## config.mk

```make
export PLATFORM = sky130hd
export DESIGN_NAME = ad_pixel_capture_flat
export DESIGN_NICKNAME = d
export VERILOG_FILES = /design/src/rtl/ad_pixel_capture_if.sv /design/src/rtl/ad_pixel_capture.sv /design/src/flat_wrapper.sv
export SDC_FILE = /design/constraint.sdc
export NUM_CORES = 1
export LEC_CHECK = 0
export BUFFER_PORTS_ARGS = -buffer_cell sky130_fd_sc_hd__buf_4
export CAP_MARGIN = 5
export CORE_MARGIN = 4
export CORE_UTILIZATION = 55
export DETAILED_ROUTE_END_ITERATION = 7
export HOLD_SLACK_MARGIN = 0.1
export PLACE_DENSITY_LB_ADDON = 0.3
export SLEW_MARGIN = 5
export SYNTH_ARGS = -nofsm -noshare
export SYNTH_HDL_FRONTEND = slang
export SYNTH_SLANG_ARGS = --single-unit
```

## constraint.sdc

```tcl
create_clock -name clk -period 5.74 [get_ports clk]
set_input_delay 0.287 -clock clk [delete_from_list [all_inputs] [get_ports clk]]
set_output_delay 0.287 -clock clk [all_outputs]
set_load 0.01 [all_outputs]
```

## src/rtl/ad_pixel_capture_if.sv

```systemverilog
// ad_pixel_capture_if: groups the ADC-side strobes/bus, the pixel stream and
// the status outputs of ad_pixel_capture into one bundle.
// Ports (signals): ad_adclk/ad_oeb_n/ad_data (ADC side), clear_ovf,
//   pix_data/pix_sol/pix_valid/pix_ready (stream), ovf, line_count,
//   testpat (only with CCD_CAPTURE_TESTPAT_EN defined).
// master = producer of ADC strobes and consumer of pixels; slave = capture block.
interface ad_pixel_capture_if;
    logic        ad_adclk;
    logic        ad_oeb_n;
    logic [7:0]  ad_data;
    logic        clear_ovf;
    logic [15:0] pix_data;
    logic        pix_sol;
    logic        pix_valid;
    logic        pix_ready;
    logic        ovf;
    logic [11:0] line_count;
`ifdef CCD_CAPTURE_TESTPAT_EN
    logic        testpat;

    modport master (
        output ad_adclk, ad_oeb_n, ad_data, clear_ovf, pix_ready, testpat,
        input  pix_data, pix_sol, pix_valid, ovf, line_count
    );
    modport slave (
        input  ad_adclk, ad_oeb_n, ad_data, clear_ovf, pix_ready, testpat,
        output pix_data, pix_sol, pix_valid, ovf, line_count
    );
`else
    modport master (
        output ad_adclk, ad_oeb_n, ad_data, clear_ovf, pix_ready,
        input  pix_data, pix_sol, pix_valid, ovf, line_count
    );
    modport slave (
        input  ad_adclk, ad_oeb_n, ad_data, clear_ovf, pix_ready,
        output pix_data, pix_sol, pix_valid, ovf, line_count
    );
`endif
endinterface

```

## src/rtl/ad_pixel_capture.sv

```systemverilog
// ad_pixel_capture: receive side of the CCD/ADC readout path. Registers the
// multiplexed 8-bit ADC bus, pairs rise/fall bytes into 16-bit pixels, drops
// PIPE_SKIP pixels per line, tags the first kept pixel and queues pixels.
// Ports: clk, rst (sync, active-high), bus (ad_pixel_capture_if.slave).
// Optional feature macro: CCD_CAPTURE_TESTPAT_EN (adds bus.testpat; kept
// pixel data replaced by its index within the line while testpat = 1).

// Generic FIFO with pointer-MSB full/empty detection.
// Latency: push visible at o_vld the cycle after the write; head is combinational.
// Backpressure: push+pop when full both honoured; push when full without pop dropped (o_drop).
module ad_pixel_capture_fifo #(
    parameter int W     = 17,
    parameter int DEPTH = 16
) (
    input  logic         clk,
    input  logic         rst,
    input  logic         i_push,
    input  logic [W-1:0] i_push_dat,
    input  logic         i_pop,
    output logic [W-1:0] o_dat,
    output logic         o_vld,
    output logic         o_drop
);
    localparam int AW = $clog2(DEPTH);

    logic [W-1:0] r_mem [DEPTH];
    logic [AW:0]  r_wr_ptr;
    logic [AW:0]  r_rd_ptr;
    logic         w_empty;
    logic         w_full;
    logic         w_pop;
    logic         w_wr;

    assign w_empty = (r_wr_ptr == r_rd_ptr);
    assign w_full  = (r_wr_ptr[AW] != r_rd_ptr[AW]) &&
                     (r_wr_ptr[AW-1:0] == r_rd_ptr[AW-1:0]);
    assign w_pop   = i_pop & ~w_empty;
    // When full, the write slot is the slot being popped, so a same-cycle
    // pop frees exactly the entry we overwrite.
    assign w_wr    = i_push & (~w_full | w_pop);

    always_ff @(posedge clk) begin
        if (rst) begin
            r_wr_ptr <= '0;
            r_rd_ptr <= '0;
        end else begin
            if (w_wr)  r_wr_ptr <= r_wr_ptr + 1'b1;
            if (w_pop) r_rd_ptr <= r_rd_ptr + 1'b1;
        end
    end

    always_ff @(posedge clk) begin
        if (w_wr) r_mem[r_wr_ptr[AW-1:0]] <= i_push_dat;
    end

    // Head forced to zero when empty so outputs are defined from reset.
    assign o_dat  = w_empty ? '0 : r_mem[r_rd_ptr[AW-1:0]];
    assign o_vld  = ~w_empty;
    assign o_drop = i_push & w_full & ~w_pop;
endmodule

// Pixel capture: strobe registering, line FSM, byte pairing, skip/sol tagging.
// Latency: fall on ADC cycle N -> registered N+1 -> pix_valid N+2 (FIFO empty).
// Backpressure: pix_valid/pix_ready; pixels arriving at a full FIFO are dropped and set ovf.
module ad_pixel_capture #(
    parameter int FIFO_DEPTH = 16,
    parameter int PIPE_SKIP  = 3
) (
    input  logic               clk,
    input  logic               rst,
    ad_pixel_capture_if.slave  bus
);
    typedef enum logic {S_IDLE, S_LINE} state_t;

    // Registered ADC strobes and bus (same clock domain as the sequencer).
    logic        r_adclk;
    logic        r_adclk_d;
    logic        r_oeb_n;
    logic [7:0]  r_data;
    logic        w_rise;
    logic        w_fall;

    state_t      r_state, w_state_nxt;
    logic        r_armed, w_armed_nxt;
    logic        r_have_hi, w_have_hi_nxt;
    logic [7:0]  r_hi_byte, w_hi_byte_nxt;
    logic [3:0]  r_skip_cnt, w_skip_cnt_nxt;
    logic        r_sol_pend, w_sol_pend_nxt;
    logic [11:0] r_line_count;
    logic        w_line_inc;
`ifdef CCD_CAPTURE_TESTPAT_EN
    logic [15:0] r_pix_idx, w_pix_idx_nxt;
`endif

    logic        w_push;
    logic [15:0] w_push_dat;
    logic        w_push_sol;
    logic [16:0] w_head;
    logic        w_drop;
    logic        r_ovf;

    always_ff @(posedge clk) begin
        if (rst) begin
            r_adclk   <= 1'b0;
            r_adclk_d <= 1'b0;
            r_oeb_n   <= 1'b0;
            r_data    <= 8'd0;
        end else begin
            r_adclk   <= bus.ad_adclk;
            r_adclk_d <= r_adclk;
            r_oeb_n   <= bus.ad_oeb_n;
            r_data    <= bus.ad_data;
        end
    end

    assign w_rise = r_adclk & ~r_adclk_d;
    assign w_fall = ~r_adclk & r_adclk_d;

    always_ff @(posedge clk) begin
        if (rst) begin
            r_state      <= S_IDLE;
            r_armed      <= 1'b0;
            r_have_hi    <= 1'b0;
            r_hi_byte    <= 8'd0;
            r_skip_cnt   <= 4'd0;
            r_sol_pend   <= 1'b0;
            r_line_count <= 12'd0;
`ifdef CCD_CAPTURE_TESTPAT_EN
            r_pix_idx    <= 16'd0;
`endif
        end else begin
            r_state    <= w_state_nxt;
            r_armed    <= w_armed_nxt;
            r_have_hi  <= w_have_hi_nxt;
            r_hi_byte  <= w_hi_byte_nxt;
            r_skip_cnt <= w_skip_cnt_nxt;
            r_sol_pend <= w_sol_pend_nxt;
            if (w_line_inc) r_line_count <= r_line_count + 12'd1;
`ifdef CCD_CAPTURE_TESTPAT_EN
            r_pix_idx  <= w_pix_idx_nxt;
`endif
        end
    end

    always_comb begin
        w_state_nxt    = r_state;
        w_armed_nxt    = r_armed;
        w_have_hi_nxt  = r_have_hi;
        w_hi_byte_nxt  = r_hi_byte;
        w_skip_cnt_nxt = r_skip_cnt;
        w_sol_pend_nxt = r_sol_pend;
        w_line_inc     = 1'b0;
        w_push         = 1'b0;
        w_push_sol     = r_sol_pend;
        w_push_dat     = {r_hi_byte, r_data};
`ifdef CCD_CAPTURE_TESTPAT_EN
        w_pix_idx_nxt  = r_pix_idx;
        if (bus.testpat) w_push_dat = r_pix_idx;
`endif
        case (r_state)
            S_IDLE: begin
                // Registered oeb resets low, so a line may only start once
                // oeb has been seen high; this keeps a mid-line reset from
                // capturing the tail of the interrupted line.
                if (r_oeb_n) begin
                    w_armed_nxt = 1'b1;
                end else if (r_armed) begin
                    w_state_nxt    = S_LINE;
                    w_armed_nxt    = 1'b0;
                    w_have_hi_nxt  = 1'b0;
                    w_skip_cnt_nxt = 4'(PIPE_SKIP);
                    w_sol_pend_nxt = 1'b1;
`ifdef CCD_CAPTURE_TESTPAT_EN
                    w_pix_idx_nxt  = 16'd0;
`endif
                end
            end
            S_LINE: begin
                // Line end wins over any edge registered in the same cycle.
                if (r_oeb_n) begin
                    w_state_nxt   = S_IDLE;
                    w_line_inc    = 1'b1;
                    w_have_hi_nxt = 1'b0;
                end else if (w_rise) begin
                    w_hi_byte_nxt = r_data;
                    w_have_hi_nxt = 1'b1;
                end else if (w_fall && r_have_hi) begin
                    w_have_hi_nxt = 1'b0;
                    if (r_skip_cnt != 4'd0) begin
                        w_skip_cnt_nxt = r_skip_cnt - 4'd1;
                    end else begin
                        w_push         = 1'b1;
                        w_sol_pend_nxt = 1'b0;
`ifdef CCD_CAPTURE_TESTPAT_EN
                        w_pix_idx_nxt  = r_pix_idx + 16'd1;
`endif
                    end
                end
            end
        endcase
    end

    ad_pixel_capture_fifo #(
        .W     (17),
        .DEPTH (FIFO_DEPTH)
    ) u_fifo (
        .clk        (clk),
        .rst        (rst),
        .i_push     (w_push),
        .i_push_dat ({w_push_sol, w_push_dat}),
        .i_pop      (bus.pix_ready),
        .o_dat      (w_head),
        .o_vld      (bus.pix_valid),
        .o_drop     (w_drop)
    );

    // A new drop beats a coincident clear.
    always_ff @(posedge clk) begin
        if (rst)                r_ovf <= 1'b0;
        else if (w_drop)        r_ovf <= 1'b1;
        else if (bus.clear_ovf) r_ovf <= 1'b0;
    end

    assign bus.pix_data   = w_head[15:0];
    assign bus.pix_sol    = w_head[16];
    assign bus.ovf        = r_ovf;
    assign bus.line_count = r_line_count;
endmodule

```

## src/flat_wrapper.sv

```systemverilog
// flat-port wrapper written by rule: the top's interface ports become plain ports
module ad_pixel_capture_flat 
#(
    parameter int FIFO_DEPTH = 16,
    parameter int PIPE_SKIP  = 3
)
  (clk, rst, bus_ad_adclk, bus_ad_oeb_n, bus_ad_data, bus_clear_ovf, bus_pix_ready, bus_pix_data, bus_pix_sol, bus_pix_valid, bus_ovf, bus_line_count);
  ad_pixel_capture_if bus_i ();
  input  logic clk;
  input  logic rst;
  input wire logic [$bits(bus_i.ad_adclk)-1:0] bus_ad_adclk;
  input wire logic [$bits(bus_i.ad_oeb_n)-1:0] bus_ad_oeb_n;
  input wire logic [$bits(bus_i.ad_data)-1:0] bus_ad_data;
  input wire logic [$bits(bus_i.clear_ovf)-1:0] bus_clear_ovf;
  input wire logic [$bits(bus_i.pix_ready)-1:0] bus_pix_ready;
  output wire logic [$bits(bus_i.pix_data)-1:0] bus_pix_data;
  output wire logic [$bits(bus_i.pix_sol)-1:0] bus_pix_sol;
  output wire logic [$bits(bus_i.pix_valid)-1:0] bus_pix_valid;
  output wire logic [$bits(bus_i.ovf)-1:0] bus_ovf;
  output wire logic [$bits(bus_i.line_count)-1:0] bus_line_count;
  assign bus_i.ad_adclk = bus_ad_adclk;
  assign bus_i.ad_oeb_n = bus_ad_oeb_n;
  assign bus_i.ad_data = bus_ad_data;
  assign bus_i.clear_ovf = bus_clear_ovf;
  assign bus_i.pix_ready = bus_pix_ready;
  assign bus_pix_data = bus_i.pix_data;
  assign bus_pix_sol = bus_i.pix_sol;
  assign bus_pix_valid = bus_i.pix_valid;
  assign bus_ovf = bus_i.ovf;
  assign bus_line_count = bus_i.line_count;
  ad_pixel_capture #(.FIFO_DEPTH(FIFO_DEPTH), .PIPE_SKIP(PIPE_SKIP)) u_core (.clk(clk), .rst(rst), .bus(bus_i));
endmodule
```

## Word level (Yosys, flattened, before mapping)

Memories as Yosys holds them, arrays and structs flattened. A register that Yosys moved wholly into a read port is not among the register bits.
Index checks and enable logic that the tools add are counted.

- $add $sub $neg: 4
- Eq/ne operators: 11
- Muxes and demuxes: 38
- Bitwise gates (word level): 14
- Reduce and logical (&&, ||, !) cells: 8

Operator list:

| cell | count |
|---|---|
| 2-to-1 mux 4 bit | 8 |
| 2-to-1 mux 1 bit | 25 |
| 2-to-1 mux 17 bit | 1 |
| adder 12 x 1 -> 12 bit (second input constant) | 1 |
| inequality test 2 bit (second input constant) | 6 |
| AND reduction 6 bit | 2 |
| adder 5 x 1 -> 5 bit (second input constant) | 2 |
| one-hot mux 4 bit (2 select lines) | 1 |
| NOT 1 bit | 7 |
| bitwise AND 1 bit | 6 |
| one-hot mux 1 bit (2 select lines) | 3 |
| AND reduction 3 bit | 2 |
| == test 5 bit | 1 |
| == test 4 bit | 1 |
| inequality test 4 x 2 -> 1 bit (second input constant) | 1 |
| nonzero test 4 bit | 1 |
| subtractor 4 x 1 -> 4 bit (second input constant) | 1 |
| logical AND 1 bit | 2 |
| inequality test 2 x 1 -> 1 bit (second input constant) | 1 |
| nonzero test 2 bit | 1 |
| inequality test 1 bit | 1 |
| OR 1 bit | 1 |

- Register bits after elaboration: 50
- Memory bits (writable): 272
- Bits of input ports: 14
- Output and inout port bits: 31
- Memories kept: 1

Memories:

| memory | words | width | rd ports | clocked after memory_dff | wr ports | line | RTL |
|---|---|---|---|---|---|---|---|
| u_core.u_fifo.r_mem | 16 | 17 | 1 | 1 | 1 | ad_pixel_capture.sv:26 | `logic [W-1:0] r_mem [DEPTH];` |

## Logic depth before layout (Yosys ltp)

Gate-level depths: netlist (run 1).

- Depth after elaboration: 10
- Mapped depth: 7
- Depth with buffers taken out: 6

## Cells and area by module

Synthesis (run 1) repeated with hierarchy kept, for this count alone.

- Cell total of the unflattened synthesis: 701
- Area total of the unflattened synthesis: 12672.2 um^2

By module, submodules not included:

| module | instances | cells each | area each (um^2) |
|---|---|---|---|
| ad_pixel_capture_fifo | 1 | 526 | 11105.7 |
| ad_pixel_capture | 1 | 175 | 1566.5 |

## Worst setup path before layout (run 1)

Ideal clock, no wire load.

- Kind: reg-to-reg
- Start: register u_core.r_skip_cnt[0]
- End: memory u_core.u_fifo.r_mem[15][0], enable pin
- Library setup time: 0.375 ns
- Arrival time: 2.152 ns
- Data required time: 5.365 ns
- Slack: 3.213 ns
- Stages on the path, launching flop included: 8
- Path buffers: 1
- Period minus slack after synthesis: 2.527 ns
- Cell sequence: dfxtp_1 -> inv_1 -> ha_1 -> or3b_4 -> or3_4 -> a21oi_4 -> buf_6 -> and3_1

- Cells in the longest elaborated chain, start to end: 9

RTL lines:

| what | line | RTL |
|---|---|---|
| start: declaration | ad_pixel_capture.sv:87 | `logic [3:0] r_skip_cnt, w_skip_cnt_nxt;` |
| start signal: assignment | ad_pixel_capture.sv:136 | `r_skip_cnt <= w_skip_cnt_nxt;` |
| nonzero test 4 bit | ad_pixel_capture.sv:189 | `if (r_skip_cnt != 4'd0) begin` |
| 2-to-1 mux 1 bit | ad_pixel_capture.sv:189 |  |
| 2-to-1 mux 1 bit | ad_pixel_capture.sv:187 | `end else if (w_fall && r_have_hi) begin` |
| 2-to-1 mux 1 bit | ad_pixel_capture.sv:184 | `end else if (w_rise) begin` |
| 2-to-1 mux 1 bit | ad_pixel_capture.sv:180 | `if (r_oeb_n) begin` |
| 2-to-1 mux 1 bit | ad_pixel_capture.sv:160 | `case (r_state)` |
| bitwise AND 1 bit | ad_pixel_capture.sv:40 | `assign w_wr = i_push & (~w_full \| w_pop);` |
| 2-to-1 mux 1 bit | ad_pixel_capture.sv:53 | `if (w_wr) r_mem[r_wr_ptr[AW-1:0]] <= i_push_dat;` |
| 2-to-1 mux 1 bit (not written as such) | ad_pixel_capture.sv:53 |  |
| end: declaration | ad_pixel_capture.sv:26 |  |

No other way between the ends.

==> results of run 1 <==
==> critical path, cell delays in order (launching register included) <==
cell      delay [ns]
dfxtp_2         1.08
buf_4           0.53
mux4_2          0.28
mux2i_1         0.09
a211oi_1        0.49
buf_4           0.22
==> metal layers <==
metal  up-vias  global-route usage (%)  share of wire (%)  routed length, microns
met2       336                    32.3                 47                   12600
met1      3397                    32.4                 42                   11400
met4         0                    7.34                3.3                     877
li1       2907                       -                  -                       -
met3        55                    3.05                7.7                    2070
met5         -                       0                  0                       0
==> cells in the final DEF, fill, tap and decap left out, types with 18 or more instances in the layout <==
master and instances:
and3_1 18, buf_4 47, o22ai_1 33, dfxtp_1 51, nor2_1 23, edfxtp_1 272, nor2b_1 22, nand2_1 31
mux4_2 68, nor3_1 23, clkbuf_16 31
==> how the worst min path moves through the flow <==
| stage | from | endpoint | slack, ns | depth (start not counted) |
|---|---|---|---|---|
| 5_1_grt | rst | u_core.r_have_hi | 0.22 | 2 |
| 6_report | rst | u_core.bus.ovf | 0.20 | 2 |
| 4_1_cts | rst | u_core.r_have_hi | 0.19 | 2 |
| 3_3_place_gp | u_core.r_skip_cnt[0] | u_core.r_skip_cnt[0] | 0.45 | 1 |
| 2_1_floorplan | bus_ad_adclk | u_core.r_adclk | 0.42 | 1 |
| 3_5_place_dp | u_core.r_skip_cnt[2] | u_core.r_skip_cnt[2] | 0.49 | 2 |
==> final cells by class <==
class                           instances  share of cell area [%]
Timing Repair Buffer                   59                    3.29
Sequential cell                       326                    64.4
Clock buffer                           36                    5.60
Inverter                               11                   0.287
Multi-Input combinational cell        325                    21.9
Tap cell                              285                    2.48
Clock inverter                         22                    2.10
==> Yosys cell counts, drive strengths merged, types with 2 or more instances <==
cell / count / area (sq um)
buf: 21 / 108
xor2: 2 / 17.5
a211oi: 6 / 45.0
nand2b: 3 / 18.8
mux2i: 5 / 50.1
edfxtp: 272 / 8170
nor3: 23 / 115
nor4: 2 / 12.5
nor3b: 4 / 35.0
a21oi: 16 / 91.3
clkbuf: 16 / 60.1
nand3: 8 / 40.0
nor2: 24 / 92.6
mux4: 68 / 1530
nor2b: 22 / 138
inv: 10 / 37.5
dfxtp: 54 / 1080
ha: 8 / 100
or4: 2 / 15.0
o21ai: 4 / 20.0
mux2: 6 / 67.6
nand4: 6 / 37.5
o211ai: 3 / 22.5
or3b: 2 / 20.0
and2: 2 / 15.0
xnor2: 12 / 105
nand2: 31 / 116
o22ai: 33 / 206
and3: 18 / 113
or3: 5 / 36.3
==> flip-flops by register name (all words and copies together) (netlist names), named ones only <==
signal	count
u_core.u_fifo.r_wr_ptr	5
u_core.u_fifo.r_rd_ptr	5
u_core.bus.ovf	1
u_core.r_skip_cnt	4
u_core.r_have_hi	1
u_core.r_oeb_n	1
u_core.r_sol_pend	1
u_core.r_hi_byte	8
u_core.r_adclk_d	1
u_core.r_state	1
u_core.r_data	8
u_core.u_fifo.r_mem	272
u_core.bus.line_count	12
u_core.r_adclk	1
u_core.r_armed	1
==> logic make-up (layout without fill, tap and decap cells) <==
family | Yosys count | in the layout | synth area share, %
adders and majority gates | 8 | 8 | 0.794
and+or+nand+nor | 155 | 155 | 6.56
xor gates and xnor gates | 14 | 14 | 0.973
DFF | 326 | 326 | 73.4
muxes | 79 | 79 | 13.1
buffers and inverters | 48 | 128 | 1.66
AOI/OAI and AO/OA | 69 | 69 | 3.53
==> through the flow <==
| step | area, sq um | utilization, % | hold slack, ns | total power [mW] |
|---|---|---|---|---|
| finish | 14400 | 63.7 | 0.205 | 5.05 |
| global route | 14400 | 63.7 | 0.218 | 5.20 |
| CTS | 14400 | 63.7 | 0.191 | 5.07 |
| detailed placement | 13100 | 58.2 | 0.487 | 2.92 |
| global placement | 13100 | 58.2 | 0.450 | 2.92 |
| floorplan | 12600 | - | 0.415 | 2.81 |
==> where the power goes <==
group          switching (mW)  internal, mW  leakage, nW
clock                   0.881          1.29        0.523
combinational           0.147         0.134         1.17
sequential             0.0428          2.55         2.94
total                    1.07          3.98         4.64
==> what timing repair did <==
action | 4_1_cts | 5_1_grt
endpoints found under the setup margin | 0 | 0
endpoints found under the hold margin | 12 | 0
hold buffers | 12 | 0
==> metrics.yaml, run 1 <==
outcome: "finished clean"
fin_crit_sh_pct: 62.4
fillers: 1536
arrival_ns: 3.29
dr_total_vias: 6695
die_h_microns: 159
post_cts_buffers: 0
worst_slew_margin_rel_pct: 24.5
drtAntennaViolNets: 0
htree_levels: 1
gp_congestion: 0.865
synth_area_sq_mm: 0.0126
grt_start_max_net_pins: 56
reg2reg_to: "u_core.u_fifo.r_mem[6][9]"
min_path_type: "input port to flop"
synth_cell_types: 51
dr.first_iter.drc_count: 699
required_ns: 5.45
syn_inst: 699
ir_drop_uv: 247
drt_wl_total_mm: 27.0
port_buffers: 44
vias_per_cell: 6.29
clock_latency_ns: 0.57
cts_num_sinks: 326
grt_pass1_wl_mm: 41.4
drc: 0
endpoint: "bus_pix_data[5]"
cts_root_buf: "clkbuf_16"
die_width_microns: 159
initial_core_util_pct: 55.8
clk_transition_reported_paths_ns: 0.07
place_ws_ns: 2.74
reg2regPathDepth: 6
drt-wirelength-per-cell_microns: 25.3
pin_count: 45
instances_no_fill: 1064
synth_edf_count: 272
seq_area_sq_mm: 0.00925
drv_slew: 0
rows: 55
regToRegStartpoint: "u_core.r_skip_cnt[0]"
layout_min_cycle_time_ns: 3.58
hold_viol_final: 0
max_freq_ghz: 0.279
cts_tree: "yes"
core_sq_mm: 0.0226
cap_viol_max_count: 0
endpoint_kind: "output pin"
drive_above_1_share_pct: 23.2
setup_ws_ns: 2.16
synth.avg_cell_area_sq_um: 18.0
start_kind: "flop"
clockBufferDepth: 3
ys_seq_area_share_pct: 73.4
fin_skew_ns: 0.0225
synth_flop_cell: "edfxtp_1"
finalNetCount: 776
overflow: 0
cts_resized: 0
finalSetupViolCount: 0
multiInputGateArea_sq_mm: 0.00314
tightest_slew_ns: 1.13
ys_seq_elements: 326
r2r_slack_ns: 2.71
async_reset_ff_share_pct: 0
power_density_mw_per_mm2: 351
dr.pass1.iters: 6
die-area_sq_mm: 0.0254
diodes: 0
dp.cells: 994
tns_ns: 0
syn_nets: 721
crit_fanout: 42
first_global_vias: 6681
p_leak_nw: 4.64
cts_made_buffers: 31
yosysWarnings: 0
antenna_found_initial: 0
areaGrowthSynthToFinish_pct: 14.1
rsz0062_at_grt: "false"
dp_hpwl_mm: 16.4
track_usage_pct: 21.3
path_class: "flop to output pin"
Note: power is estimated with default switching activity, not from simulation.
==> run 2: changes to the inputs <==
Clock period 5.74 ns to 3 ns, I/O delays scaled along.
==> metrics.yaml, run 2 (synthesized netlist as in run 1, its figures left out) <==
first_global_vias: 6760  # +1.2%
clk_transition_reported_paths_ns: 0.06  # about the same
placed_area_sq_mm: 0.0134  # +1.7%
p_leak_nw: 4.79  # +3.2%
clockBufferDepth: 3  # unchanged
outcome: "finished clean"
track_usage_pct: 20.7  # -0.66 points
cts_tree: "yes"
dp_hpwl_mm: 16.3  # -0.80%
final_common_cell: "edfxtp_1"
dr_total_vias: 6687  # -0.12%
dr.first_iter.drc_count: 740  # +5.9%
overflow: 0  # unchanged
die_h_microns: 159  # unchanged
met1_length_mm: 10.3  # -9.2%
tightest_slew_ns: 0.858  # -0.274 ns
die_width_microns: 159  # unchanged
clock_latency_ns: 0.55  # -0.02 ns
initial_core_util_pct: 55.8  # unchanged
endpoint_kind: "output pin"
antenna_found_initial: 0  # unchanged
cap_viol_max_count: 0  # unchanged
drc: 0  # unchanged
hold_viol_final: 0  # unchanged
power_density_mw_per_mm2: 646  # +84%
cts_made_buffers: 31  # unchanged
place_ws_ns: 0.323  # -2.42 ns
setup_ws_ns: 0.124  # -2.04 ns
r2r_slack_ns: 0.30  # -2.41 ns
crit_fanout: 13  # -69%
diodes: 0  # unchanged
required_ns: 2.85  # -2.60 ns
drv_slew: 0  # unchanged
fin_crit_sh_pct: 95.9
finalSetupViolCount: 0  # unchanged
path_class: "flop to output pin"
cts_root_buf: "clkbuf_16"
layout_common_cells: "edfxtp_1 (272), buf_4 (69), mux4_2 (68), dfxtp_1 (51), o22ai_1 (33)"
finalNetCount: 807  # +4.0%
port_buffers: 44  # unchanged
worst_slew_margin_rel_pct: 42.7  # +18 points
rsz0062_at_grt: "false"
final_core_util_pct: 64.6  # +0.91 points
drt-wirelength-per-cell_microns: 23.9  # -5.5%
pin_count: 45  # unchanged
largest_reg_flops: 272  # unchanged
vias_per_cell: 6.12  # -2.7%
arrival_ns: 2.73  # -0.56 ns
grt_pass1_wl_mm: 40.5  # -2.3%
htree_levels: 1  # unchanged
route.met2.wl_mm: 13.4  # +6.4%
grt_start_max_net_pins: 56  # unchanged
dr_wl_met3_mm: 1.66  # -20%
drive_above_1_share_pct: 24.7  # +1.4 points
drtAntennaViolNets: 0  # unchanged
layout_min_cycle_time_ns: 2.88
drt_wl_total_mm: 26.1  # -3.1%
cts_num_sinks: 326  # unchanged
cts_resized: 0  # unchanged
areaGrowthSynthToFinish_pct: 15.7
die-area_sq_mm: 0.0254  # unchanged
start_kind: "flop"
max_freq_ghz: 0.348
fin_area_sq_mm: 0.0146  # +1.4%
tns_ns: 0  # unchanged
ir_drop_uv: 396  # +61%
rows: 55  # unchanged
gp_congestion: 0.796  # -7.9%
core_sq_mm: 0.0226  # unchanged
min_path_type: "input port to flop"
dr.pass1.iters: 6  # unchanged
top_layer: "met4"
fin_skew_ns: 0.0104  # -0.0121 ns
==> run 2: repair_timing <==
item	CTS	global route
hold buffers	18	0
endpoints found under the hold margin	24	0
setup buffers	0	0
==> run 2: worst paths after layout <==
check                       startpoint                    endpoint  depth (start not counted)
hold / removal          bus_ad_data[2]            u_core.r_data[2]                          3
setup / recovery                  flop             bus_pix_data[7]                          6
hold reg to reg   u_core.r_skip_cnt[0]        u_core.r_skip_cnt[0]                          1
setup reg to reg  u_core.r_skip_cnt[0]  u_core.u_fifo.r_mem[11][4]                          7
==> run 2: power breakdown <==
group,total [mW],switching [mW],internal (mW)
Sequential,4.96,0.0678,4.89
Combinational,0.551,0.283,0.268
Clock,3.90,1.59,2.32
Total,9.41,1.94,7.48
==> run 2: routing by layer <==
| metal | GRT usage, % | vias to the layer above |
|---|---|---|
| met1 | 28.0 | 3398 |
| met3 | 2.90 | 50 |
| met5 | 0 | - |
| met2 | 35.5 | 279 |
| li1 | - | 2960 |
| met4 | 6.19 | 0 |
==> run 2: layout make-up <==
| cell class | instances | area, sq um |
|---|---|---|
| Sequential cell | 326 | 9250 |
| Fill cell | 1529 | 7990 |
| Multi-Input combinational cell | 325 | 3140 |
| Clock buffer | 38 | 842 |
| Timing Repair Buffer | 90 | 758 |
| Tap cell | 285 | 357 |
| Clock inverter | 17 | 184 |
| Inverter | 11 | 41.3 |
==> run 2: worst max-delay path, stage by stage, from the launching register on <==
cell and delay (ns):
dfxtp_2 0.62, buf_4 0.32, buf_4 0.18, mux4_2 0.50, o22ai_1 0.26, nor3_1 0.13
buf_4 0.17
==> run 2: stage by stage <==
step,instances,hold WS (ns),total power [mW]
finish,1092,0.368,9.41
global route,1092,0.381,9.71
CTS,1092,0.343,9.47
detailed placement,1019,0.368,5.59
global placement,1019,0.364,5.57
floorplan,699,0.278,5.39
